$ cat config.mk
export PLATFORM = sky130hd
export DESIGN_NAME = twophase_monitor_flat
export DESIGN_NICKNAME = d
export VERILOG_FILES = /design/src/rtl/twophase_monitor_pkg.sv /design/src/rtl/twophase_monitor_if.sv /design/src/rtl/twophase_monitor_sync2.sv /design/src/rtl/twophase_monitor.sv /design/src/flat_wrapper.sv
export SDC_FILE = /design/constraint.sdc
export NUM_CORES = 1
export LEC_CHECK = 0
export BUFFER_PORTS_ARGS = -buffer_cell sky130_fd_sc_hd__buf_2
export CORE_ASPECT_RATIO = 1.1
export CORE_MARGIN = 4
export CORE_UTILIZATION = 30
export DETAILED_ROUTE_END_ITERATION = 10
export HOLD_SLACK_MARGIN = 0.03
export PLACE_DENSITY_LB_ADDON = 0.3
export SLEW_MARGIN = 20
export SYNTH_ARGS = -nofsm -noshare
export SYNTH_HDL_FRONTEND = slang
export SYNTH_SLANG_ARGS = --single-unit
$ cat constraint.sdc
create_clock -name i_clk_in -period 8.48 [get_ports i_clk_in]
set_clock_uncertainty 0.15 [all_clocks]
set_input_delay 2.12 -clock i_clk_in [delete_from_list [all_inputs] [get_ports i_clk_in]]
set_output_delay 2.12 -clock i_clk_in [all_outputs]
set_load 0.05 [all_outputs]
$ cat src/rtl/twophase_monitor_pkg.sv
// Shared definitions for the two-phase clock monitor: state encoding,
// default parameters and error-flag indices.
package twophase_monitor_pkg;

  localparam int CNT_W_DEF       = 8;
  localparam int MIN_GAP_DEF     = 2;
  localparam int TIMEOUT_DEF     = 200;
  localparam int LOCK_CYCLES_DEF = 4;

  typedef enum logic [2:0] {
    ST_SYNC  = 3'd0,
    ST_PH1   = 3'd1,
    ST_GAP_B = 3'd2,
    ST_PH2   = 3'd3,
    ST_GAP_A = 3'd4
  } state_t;

  localparam int ERR_OVERLAP_IDX = 0;
  localparam int ERR_GAP_IDX     = 1;
  localparam int ERR_ORDER_IDX   = 2;
  localparam int ERR_STUCK_IDX   = 3;
  localparam int ERR_NUM         = 4;

  // Recovered clock is high from PHI1 rise until PHI2 rise.
  function automatic logic clk_rec_level(input state_t st);
    return (st == ST_PH1) || (st == ST_GAP_B);
  endfunction

endpackage

$ cat src/rtl/twophase_monitor_if.sv
// Phase inputs, error clear and all monitor results, grouped for the
// stimulus side (master) and the monitor itself (slave).
interface twophase_monitor_if #(
  parameter int CNT_W = twophase_monitor_pkg::CNT_W_DEF
);
  logic             i_phi1;
  logic             i_phi2;
  logic             i_clr_err;
  logic             o_clk_rec;
  logic             o_locked;
  logic             o_err_overlap;
  logic             o_err_gap;
  logic             o_err_order;
  logic             o_err_stuck;
  logic [CNT_W-1:0] o_p1_width;
  logic [CNT_W-1:0] o_gap_width;
  logic             o_width_valid;

  modport master (
    output i_phi1, i_phi2, i_clr_err,
    input  o_clk_rec, o_locked, o_err_overlap, o_err_gap, o_err_order,
           o_err_stuck, o_p1_width, o_gap_width, o_width_valid
  );

  modport slave (
    input  i_phi1, i_phi2, i_clr_err,
    output o_clk_rec, o_locked, o_err_overlap, o_err_gap, o_err_order,
           o_err_stuck, o_p1_width, o_gap_width, o_width_valid
  );
endinterface

$ cat src/rtl/twophase_monitor_sync2.sv
// Two-flop synchronizer bringing one asynchronous phase into the
// sampling clock domain.
module twophase_monitor_sync2 (
  input  logic i_clk,
  input  logic i_rst,
  input  logic i_d,
  output logic o_q
);
  logic r_meta;
  logic r_q;

  // NOTE: non-blocking assignments keep both flops sampling the pre-edge
  // values, so this stays a true two-stage shift rather than one wire.
  always_ff @(posedge i_clk or posedge i_rst) begin
    if (i_rst) begin
      r_meta <= 1'b0;
      r_q    <= 1'b0;
    end else begin
      r_meta <= i_d;
      r_q    <= r_meta;
    end
  end

  assign o_q = r_q;
endmodule

$ cat src/rtl/twophase_monitor.sv
// Two-phase clock checker: tracks the PHI1/PHI2 sequence, measures widths,
// flags overlap/gap/order/stuck faults and recovers a single-phase clock.
module twophase_monitor
  import twophase_monitor_pkg::*;
#(
  parameter int CNT_W       = CNT_W_DEF,
  parameter int MIN_GAP     = MIN_GAP_DEF,
  parameter int TIMEOUT     = TIMEOUT_DEF,
  parameter int LOCK_CYCLES = LOCK_CYCLES_DEF
) (
  input  logic                 i_clk_in,
  input  logic                 i_rst,
  twophase_monitor_if.slave    bus
);
  localparam int LOCK_W = $clog2(LOCK_CYCLES + 1);
  localparam logic [CNT_W-1:0]  CNT_MAX    = '1;
  localparam logic [CNT_W-1:0]  MIN_GAP_C  = CNT_W'(MIN_GAP);
  localparam logic [CNT_W-1:0]  STUCK_LAST = CNT_W'(TIMEOUT - 1);
  localparam logic [LOCK_W-1:0] LOCK_MAX   = LOCK_W'(LOCK_CYCLES);

  logic w_s1;
  logic w_s2;

  twophase_monitor_sync2 u_sync_phi1 (
    .i_clk (i_clk_in),
    .i_rst (i_rst),
    .i_d   (bus.i_phi1),
    .o_q   (w_s1)
  );

  twophase_monitor_sync2 u_sync_phi2 (
    .i_clk (i_clk_in),
    .i_rst (i_rst),
    .i_d   (bus.i_phi2),
    .o_q   (w_s2)
  );

  state_t              r_state;
  state_t              w_next_state;
  logic [CNT_W-1:0]    r_cnt;
  logic [CNT_W-1:0]    r_stuck_cnt;
  logic [LOCK_W-1:0]   r_lock_cnt;
  logic [LOCK_W-1:0]   w_lock_next;
  logic [ERR_NUM-1:0]  r_err;
  logic [ERR_NUM-1:0]  w_err_set;
  logic                w_error;
  logic                w_gap_ok;
  logic                w_good_period;
  logic                w_latch_p1;
  logic                w_latch_gap;
  logic                w_restart;
  logic                r_clk_rec;
  logic                r_locked;
  logic                r_width_valid;
  logic [CNT_W-1:0]    r_p1_width;
  logic [CNT_W-1:0]    r_gap_width;

  // NOTE: every variable gets a default before the case so that no path
  // leaves one unassigned, which would otherwise infer a latch.
  always_comb begin
    w_next_state  = r_state;
    w_err_set     = '0;
    w_good_period = 1'b0;
    w_latch_p1    = 1'b0;
    w_gap_ok      = (r_cnt >= MIN_GAP_C);

    if (w_s1 && w_s2) begin
      w_err_set[ERR_OVERLAP_IDX] = 1'b1;
    end else begin
      unique case (r_state)
        ST_SYNC: if (w_s1) w_next_state = ST_PH1;
        ST_PH1: begin
          if (w_s2) begin
            w_err_set[ERR_GAP_IDX] = 1'b1;
          end else if (!w_s1) begin
            w_next_state = ST_GAP_B;
            w_latch_p1   = 1'b1;
          end
        end
        ST_GAP_B: begin
          if (w_s2) begin
            if (w_gap_ok) w_next_state = ST_PH2;
            else          w_err_set[ERR_GAP_IDX] = 1'b1;
          end else if (w_s1) begin
            w_err_set[ERR_ORDER_IDX] = 1'b1;
          end
        end
        ST_PH2: begin
          if (w_s1)       w_err_set[ERR_GAP_IDX] = 1'b1;
          else if (!w_s2) w_next_state = ST_GAP_A;
        end
        ST_GAP_A: begin
          if (w_s1) begin
            if (w_gap_ok) begin
              w_next_state  = ST_PH1;
              w_good_period = 1'b1;
            end else begin
              w_err_set[ERR_GAP_IDX] = 1'b1;
            end
          end else if (w_s2) begin
            w_err_set[ERR_ORDER_IDX] = 1'b1;
          end
        end
        default: w_next_state = ST_SYNC;
      endcase
    end

    // Stuck only counts when nothing else would move the state this cycle.
    if ((w_err_set == '0) && (w_next_state == r_state) && (r_stuck_cnt == STUCK_LAST))
      w_err_set[ERR_STUCK_IDX] = 1'b1;

    w_error = |w_err_set;
    if (w_error) w_next_state = ST_SYNC;

    w_restart   = w_error || (w_next_state != r_state);
    w_latch_gap = ((r_state == ST_GAP_A) || (r_state == ST_GAP_B)) &&
                  (w_next_state != r_state);

    if (w_error)
      w_lock_next = '0;
    else if (w_good_period && (r_lock_cnt != LOCK_MAX))
      w_lock_next = r_lock_cnt + 1'b1;
    else
      w_lock_next = r_lock_cnt;
  end

  always_ff @(posedge i_clk_in or posedge i_rst) begin
    if (i_rst) begin
      r_state       <= ST_SYNC;
      r_cnt         <= CNT_W'(1);
      r_stuck_cnt   <= '0;
      r_lock_cnt    <= '0;
      r_err         <= '0;
      r_clk_rec     <= 1'b0;
      r_locked      <= 1'b0;
      r_width_valid <= 1'b0;
      r_p1_width    <= '0;
      r_gap_width   <= '0;
    end else begin
      r_state <= w_next_state;

      if (w_restart) begin
        r_cnt       <= CNT_W'(1);
        r_stuck_cnt <= '0;
      end else begin
        if (r_cnt != CNT_MAX) r_cnt <= r_cnt + 1'b1;
        r_stuck_cnt <= r_stuck_cnt + 1'b1;
      end

      if (w_latch_p1)  r_p1_width  <= r_cnt;
      if (w_latch_gap) r_gap_width <= r_cnt;
      r_width_valid <= w_latch_p1 || w_latch_gap;

      // A new error wins over a clear arriving in the same cycle.
      r_err      <= (r_err & ~{ERR_NUM{bus.i_clr_err}}) | w_err_set;
      r_lock_cnt <= w_lock_next;
      r_locked   <= (w_lock_next == LOCK_MAX);
      r_clk_rec  <= clk_rec_level(w_next_state);
    end
  end

  assign bus.o_clk_rec     = r_clk_rec;
  assign bus.o_locked      = r_locked;
  assign bus.o_err_overlap = r_err[ERR_OVERLAP_IDX];
  assign bus.o_err_gap     = r_err[ERR_GAP_IDX];
  assign bus.o_err_order   = r_err[ERR_ORDER_IDX];
  assign bus.o_err_stuck   = r_err[ERR_STUCK_IDX];
  assign bus.o_p1_width    = r_p1_width;
  assign bus.o_gap_width   = r_gap_width;
  assign bus.o_width_valid = r_width_valid;
endmodule

$ cat src/flat_wrapper.sv
// flat-port wrapper written by rule: the top's interface ports become plain ports
module twophase_monitor_flat import twophase_monitor_pkg::*;
#(
  parameter int CNT_W       = CNT_W_DEF,
  parameter int MIN_GAP     = MIN_GAP_DEF,
  parameter int TIMEOUT     = TIMEOUT_DEF,
  parameter int LOCK_CYCLES = LOCK_CYCLES_DEF
)
  (i_clk_in, i_rst, bus_i_phi1, bus_i_phi2, bus_i_clr_err, bus_o_clk_rec, bus_o_locked, bus_o_err_overlap, bus_o_err_gap, bus_o_err_order, bus_o_err_stuck, bus_o_p1_width, bus_o_gap_width, bus_o_width_valid);
  twophase_monitor_if #(.CNT_W(CNT_W)) bus_i ();
  input  logic i_clk_in;
  input  logic i_rst;
  input wire logic [$bits(bus_i.i_phi1)-1:0] bus_i_phi1;
  input wire logic [$bits(bus_i.i_phi2)-1:0] bus_i_phi2;
  input wire logic [$bits(bus_i.i_clr_err)-1:0] bus_i_clr_err;
  output wire logic [$bits(bus_i.o_clk_rec)-1:0] bus_o_clk_rec;
  output wire logic [$bits(bus_i.o_locked)-1:0] bus_o_locked;
  output wire logic [$bits(bus_i.o_err_overlap)-1:0] bus_o_err_overlap;
  output wire logic [$bits(bus_i.o_err_gap)-1:0] bus_o_err_gap;
  output wire logic [$bits(bus_i.o_err_order)-1:0] bus_o_err_order;
  output wire logic [$bits(bus_i.o_err_stuck)-1:0] bus_o_err_stuck;
  output wire logic [$bits(bus_i.o_p1_width)-1:0] bus_o_p1_width;
  output wire logic [$bits(bus_i.o_gap_width)-1:0] bus_o_gap_width;
  output wire logic [$bits(bus_i.o_width_valid)-1:0] bus_o_width_valid;
  assign bus_i.i_phi1 = bus_i_phi1;
  assign bus_i.i_phi2 = bus_i_phi2;
  assign bus_i.i_clr_err = bus_i_clr_err;
  assign bus_o_clk_rec = bus_i.o_clk_rec;
  assign bus_o_locked = bus_i.o_locked;
  assign bus_o_err_overlap = bus_i.o_err_overlap;
  assign bus_o_err_gap = bus_i.o_err_gap;
  assign bus_o_err_order = bus_i.o_err_order;
  assign bus_o_err_stuck = bus_i.o_err_stuck;
  assign bus_o_p1_width = bus_i.o_p1_width;
  assign bus_o_gap_width = bus_i.o_gap_width;
  assign bus_o_width_valid = bus_i.o_width_valid;
  twophase_monitor #(.CNT_W(CNT_W), .MIN_GAP(MIN_GAP), .TIMEOUT(TIMEOUT), .LOCK_CYCLES(LOCK_CYCLES)) u_core (.i_clk_in(i_clk_in), .i_rst(i_rst), .bus(bus_i));
endmodule
==> metrics.log <==
[metrics] number of antenna violations at the first check in global routing: 0
[metrics] synth top area cells: sky130_fd_sc_hd__dfrtp_1 (48%), sky130_fd_sc_hd__mux2_4 (4.8%), sky130_fd_sc_hd__nor2_1 (4.8%)
[metrics] transition at the pin with the smallest max-transition slack: 0.839 ns
[metrics] DIE HEIGHT: ~100 µm
[metrics] crit path max fanout: 2
[metrics] Clock transition at path regs: 0.08 ns
[metrics] x dimension of the die: 95.5 µm
[metrics] Slowest Stage Delay on Critical Path: 0.37 ns
[metrics] total power density per cell area: 245 mW/mm²
[metrics] # diodes: 0
[metrics] Critical path buffers and inverters: 1
[metrics] fin worst setup slack: 5.26 ns
[metrics] clock latency on the worst-skew pair: 0.30 ns
[metrics] most common flop cell mapped by yosys: sky130_fd_sc_hd__dfrtp_1
[metrics] # placed instances: 369
[metrics] kind of end point of the critical path: output port
[metrics] M1 wire length: between 2000 and 2500 µm
[metrics] placeable core region: 0.00804 mm²
[metrics] Final Critical Period: 3.22 ns
[metrics] number of buffers inserted during clock tree synthesis: 5
[metrics] count of input and output buffers: 27
[metrics] DP Area: 0.00273 mm²
[metrics] Total Negative Setup Slacks: 0 ns
[metrics] simple-gate share of the synthesized area: between 10% and 20%
[metrics] total routed wirelength: 5220 µm
[metrics] Yosys cell types: 52
[metrics] count of final setup violators: 0
[metrics] Starting Density: 31.4%
[metrics] DRC marker count from the first detailed-route iteration: around 70
[metrics] maximum VDD drop: 0.0000729 V
[metrics] number of sinks handled by clock tree synthesis: 49
[metrics] number of max-cap violations: 0
[metrics] leakage: 1.30 nW
[metrics] Syn Std Cell Area: ~0.0025 mm²
[metrics] Top Family by Delay on Critical Path: flip-flops
[metrics] Layout Cells excl Fill: 377
[metrics] Longest Clk Path Bufs: 2
[metrics] crit path launch type: register
[metrics] final instance area: 0.00283 mm²
[metrics] worst endpoint required time: roughly 6.2 ns
[metrics] IO Count: 28
[metrics] wire per inst: 13.8 µm
[metrics] main combinational cell family by area after synthesis: simple AND/OR/NAND/NOR gates
[metrics] area added between synthesis and finish: 11.8%
[metrics] Tcrit/Tclk final: between 30% and 40%
[metrics] wire length of the first global-routing pass: 8840 µm
[metrics] post-detail-place hpwl: 3500 µm
[metrics] PostCTS Resize Cnt: 0
[metrics] number of detailed-routing iterations run before antenna repair: 4
[metrics] worst slew slack as a fraction of its limit: ~44%
[metrics] mean number of vias per cell: 4.91
[metrics] number of global-route vias before repair: 1784
[metrics] fraction of registers with async set or reset after synthesis: 100%
[metrics] pin count of the biggest net entering global routing: 50
[metrics] total DRC errors in the routed layout: 0
[metrics] share of the synthesized area in the top cell type: 47.5%
[metrics] Worst Hold Margin: about 0.21 ns
[metrics] unrepaired setup endpoints after global routing: false
[metrics] Total Die Area: 0.00996 mm²
[metrics] layout cells sized above 1: between 20% and 30%
[metrics] worst-path cell chain: buf_2
[metrics] EDFF count, synth: 0
[metrics] cell row count: 34
[metrics] count of nets left with antenna violations after detail routing: 0
[metrics] Hold Path Stages: 0
[metrics] overall routing resource usage: 11.1%
[metrics] grt total ovfl: 0
[metrics] gate count after technology mapping: 247
[metrics] status: complete, no violations
[metrics] slowest CP cell: sky130_fd_sc_hd__dfrtp_1
[metrics] FF-to-FF path depth: 8
[metrics] number of synthesis warnings: 0
[metrics] global placer's final weighted congestion: 0.806
[metrics] number of nets in the synthesized netlist: 257
[metrics] Max Freq: 311 MHz
[metrics] hold buffer count at CTS: 0
[metrics] worst slack after detailed placement: about 5.2 ns
[metrics] clock tree from TritonCTS: built
[metrics] syn_area_per_cell: 10.2 µm²
[metrics] complex-gate fraction of the synthesized area: 12.8%
[metrics] portion of the post-synthesis area used by sequential elements: 48.6%
[metrics] met3 routed WL: 181 µm
[metrics] most frequent cells in the layout: sky130_fd_sc_hd__dfrtp_1 (48), sky130_fd_sc_hd__nor2_1 (32), sky130_fd_sc_hd__buf_2 (27)
[metrics] Levels on crit path: 1
[metrics] number of levels in the clock H-tree: 2
[metrics] mux contribution to synthesized area: 9.50%
[metrics] leading cell type in the layout, fill and taps excluded: sky130_fd_sc_hd__dfrtp_1
[metrics] total via count in the routed design: 1850
[metrics] Filler Cell Count: 829
[metrics] routed wire length on met2: 2470 µm
[metrics] # nets final: 278
[metrics] adder-cell area share of the yosys netlist: around 2.5%
[metrics] leading area contributor after synthesis: sky130_fd_sc_hd__dfrtp_1
[metrics] buffer count from post-CTS setup fixing: 0
[metrics] Hold Violations, Final: 0
[metrics] buffer cell driving the clock tree root: sky130_fd_sc_hd__clkbuf_8
[metrics] Crit Path Category: register to output port
[metrics] post-synthesis xor/xnor area fraction: 4.85%
[metrics] Arrival @ worst endpoint: 0.95 ns
[metrics] Pins Over Slew Limit: 0
[metrics] number of flip-flops and latches in the synthesized netlist: 49
[metrics] path class of the lowest-slack min-delay path: register to register
[metrics] max layer used: met4
-- layer usage --
layer	GRT usage (%)	up-vias
met2	16.9	26
met1	14.7	903
met3	2.82	11
met4	4.78	0
met5	0	-
li1	-	910
-- final timing paths --
check | startpoint | end | slack [ns]
setup / recovery | u_core.bus.o_gap_width[0] | bus_o_gap_width[0] | 5.26
hold reg to reg | u_core.u_sync_phi2.r_meta | u_core.u_sync_phi2.o_q | 0.21
hold / removal | u_core.u_sync_phi2.r_meta | u_core.u_sync_phi2.o_q | 0.21
min in group asynchronous | i_rst | u_core.bus.o_p1_width[1] | 1.80
max in group asynchronous | i_rst | u_core.bus.o_gap_width[2] | 5.87
setup reg to reg | u_core.r_cnt[0] | u_core.r_cnt[6] | 5.48
-- synthesized netlist by cell type, types with 2 or more instances --
cell / number
sky130_fd_sc_hd__dfrtp_1: 48
sky130_fd_sc_hd__nor2_1: 32
sky130_fd_sc_hd__nand2_1: 15
sky130_fd_sc_hd__inv_1: 12
sky130_fd_sc_hd__nand3_1: 12
sky130_fd_sc_hd__o21ai_0: 10
sky130_fd_sc_hd__mux2_2: 8
sky130_fd_sc_hd__mux2_4: 8
sky130_fd_sc_hd__xor2_1: 8
sky130_fd_sc_hd__a21oi_1: 7
sky130_fd_sc_hd__clkbuf_1: 6
sky130_fd_sc_hd__nor2b_1: 6
sky130_fd_sc_hd__xnor2_1: 6
sky130_fd_sc_hd__ha_1: 5
sky130_fd_sc_hd__o22ai_1: 5
sky130_fd_sc_hd__a22oi_1: 4
sky130_fd_sc_hd__mux2i_1: 3
sky130_fd_sc_hd__nand2b_1: 3
sky130_fd_sc_hd__nand4_1: 3
sky130_fd_sc_hd__nor4_1: 3
sky130_fd_sc_hd__a211oi_1: 2
sky130_fd_sc_hd__a21o_1: 2
sky130_fd_sc_hd__a31oi_1: 2
sky130_fd_sc_hd__a32oi_1: 2
sky130_fd_sc_hd__and3_1: 2
sky130_fd_sc_hd__buf_1: 2
sky130_fd_sc_hd__buf_2: 2
sky130_fd_sc_hd__buf_4: 2
sky130_fd_sc_hd__nand3b_1: 2
sky130_fd_sc_hd__nor3_1: 2
sky130_fd_sc_hd__or4_1: 2
-- cell families (layout without fill, tap and decap cells) --
logic type	Yosys count	in the layout
AO/OA/AOI/OAI	46	46
buffers and inverters	25	47
multiplexers	19	19
AND/OR/NAND/NOR	89	89
XOR/XNOR	14	14
flip-flops	49	49
adder cells (fa/ha/maj)	5	5
-- state kept, by name, indices dropped and copies added (netlist names) --
| register | cells |
|---|---|
| u_core.r_stuck_cnt | 8 |
| u_core.r_lock_cnt | 3 |
| u_core.u_sync_phi2.o_q | 1 |
| u_core.r_err | 4 |
| u_core.u_sync_phi2.r_meta | 1 |
| u_core.u_sync_phi1.r_meta | 1 |
| u_core.bus.o_locked | 1 |
| u_core.bus.o_clk_rec | 1 |
| u_core.r_cnt | 8 |
| u_core.u_sync_phi1.o_q | 1 |
| u_core.r_state | 3 |
| u_core.bus.o_gap_width | 8 |
| u_core.bus.o_width_valid | 1 |
| u_core.bus.o_p1_width | 8 |
-- power by group --
part	switching, W	leakage (nW)	total [W]	internal [W]
sequential	0.0000459	0.653	0.000312	0.000266
clock	0.0000748	0.0385	0.000133	0.0000585
combinational	0.000165	0.605	0.000247	0.0000822
total	0.000286	1.30	0.000693	0.000407
-- through the flow --
step | utilization, % | total power (W)
floorplan | - | 0.000510
global placement | 34.0 | 0.000563
detailed placement | 34.0 | 0.000566
CTS | 35.0 | 0.000703
global route | 35.1 | 0.000740
finish | 35.1 | 0.000693
-- area by class of cell --
cell class,instances,area [µm²],share of cell area [%]
clock buffers,7,76.3,2.70
clock inverters,1,7.51,0.266
inverters,12,46.3,1.64
multi-input cells,173,1200,42.4
flip-flops and latches,49,1230,43.4
well taps,108,135,4.78
repair buffers,27,135,4.78
Power figures use the tool's default switching activity.
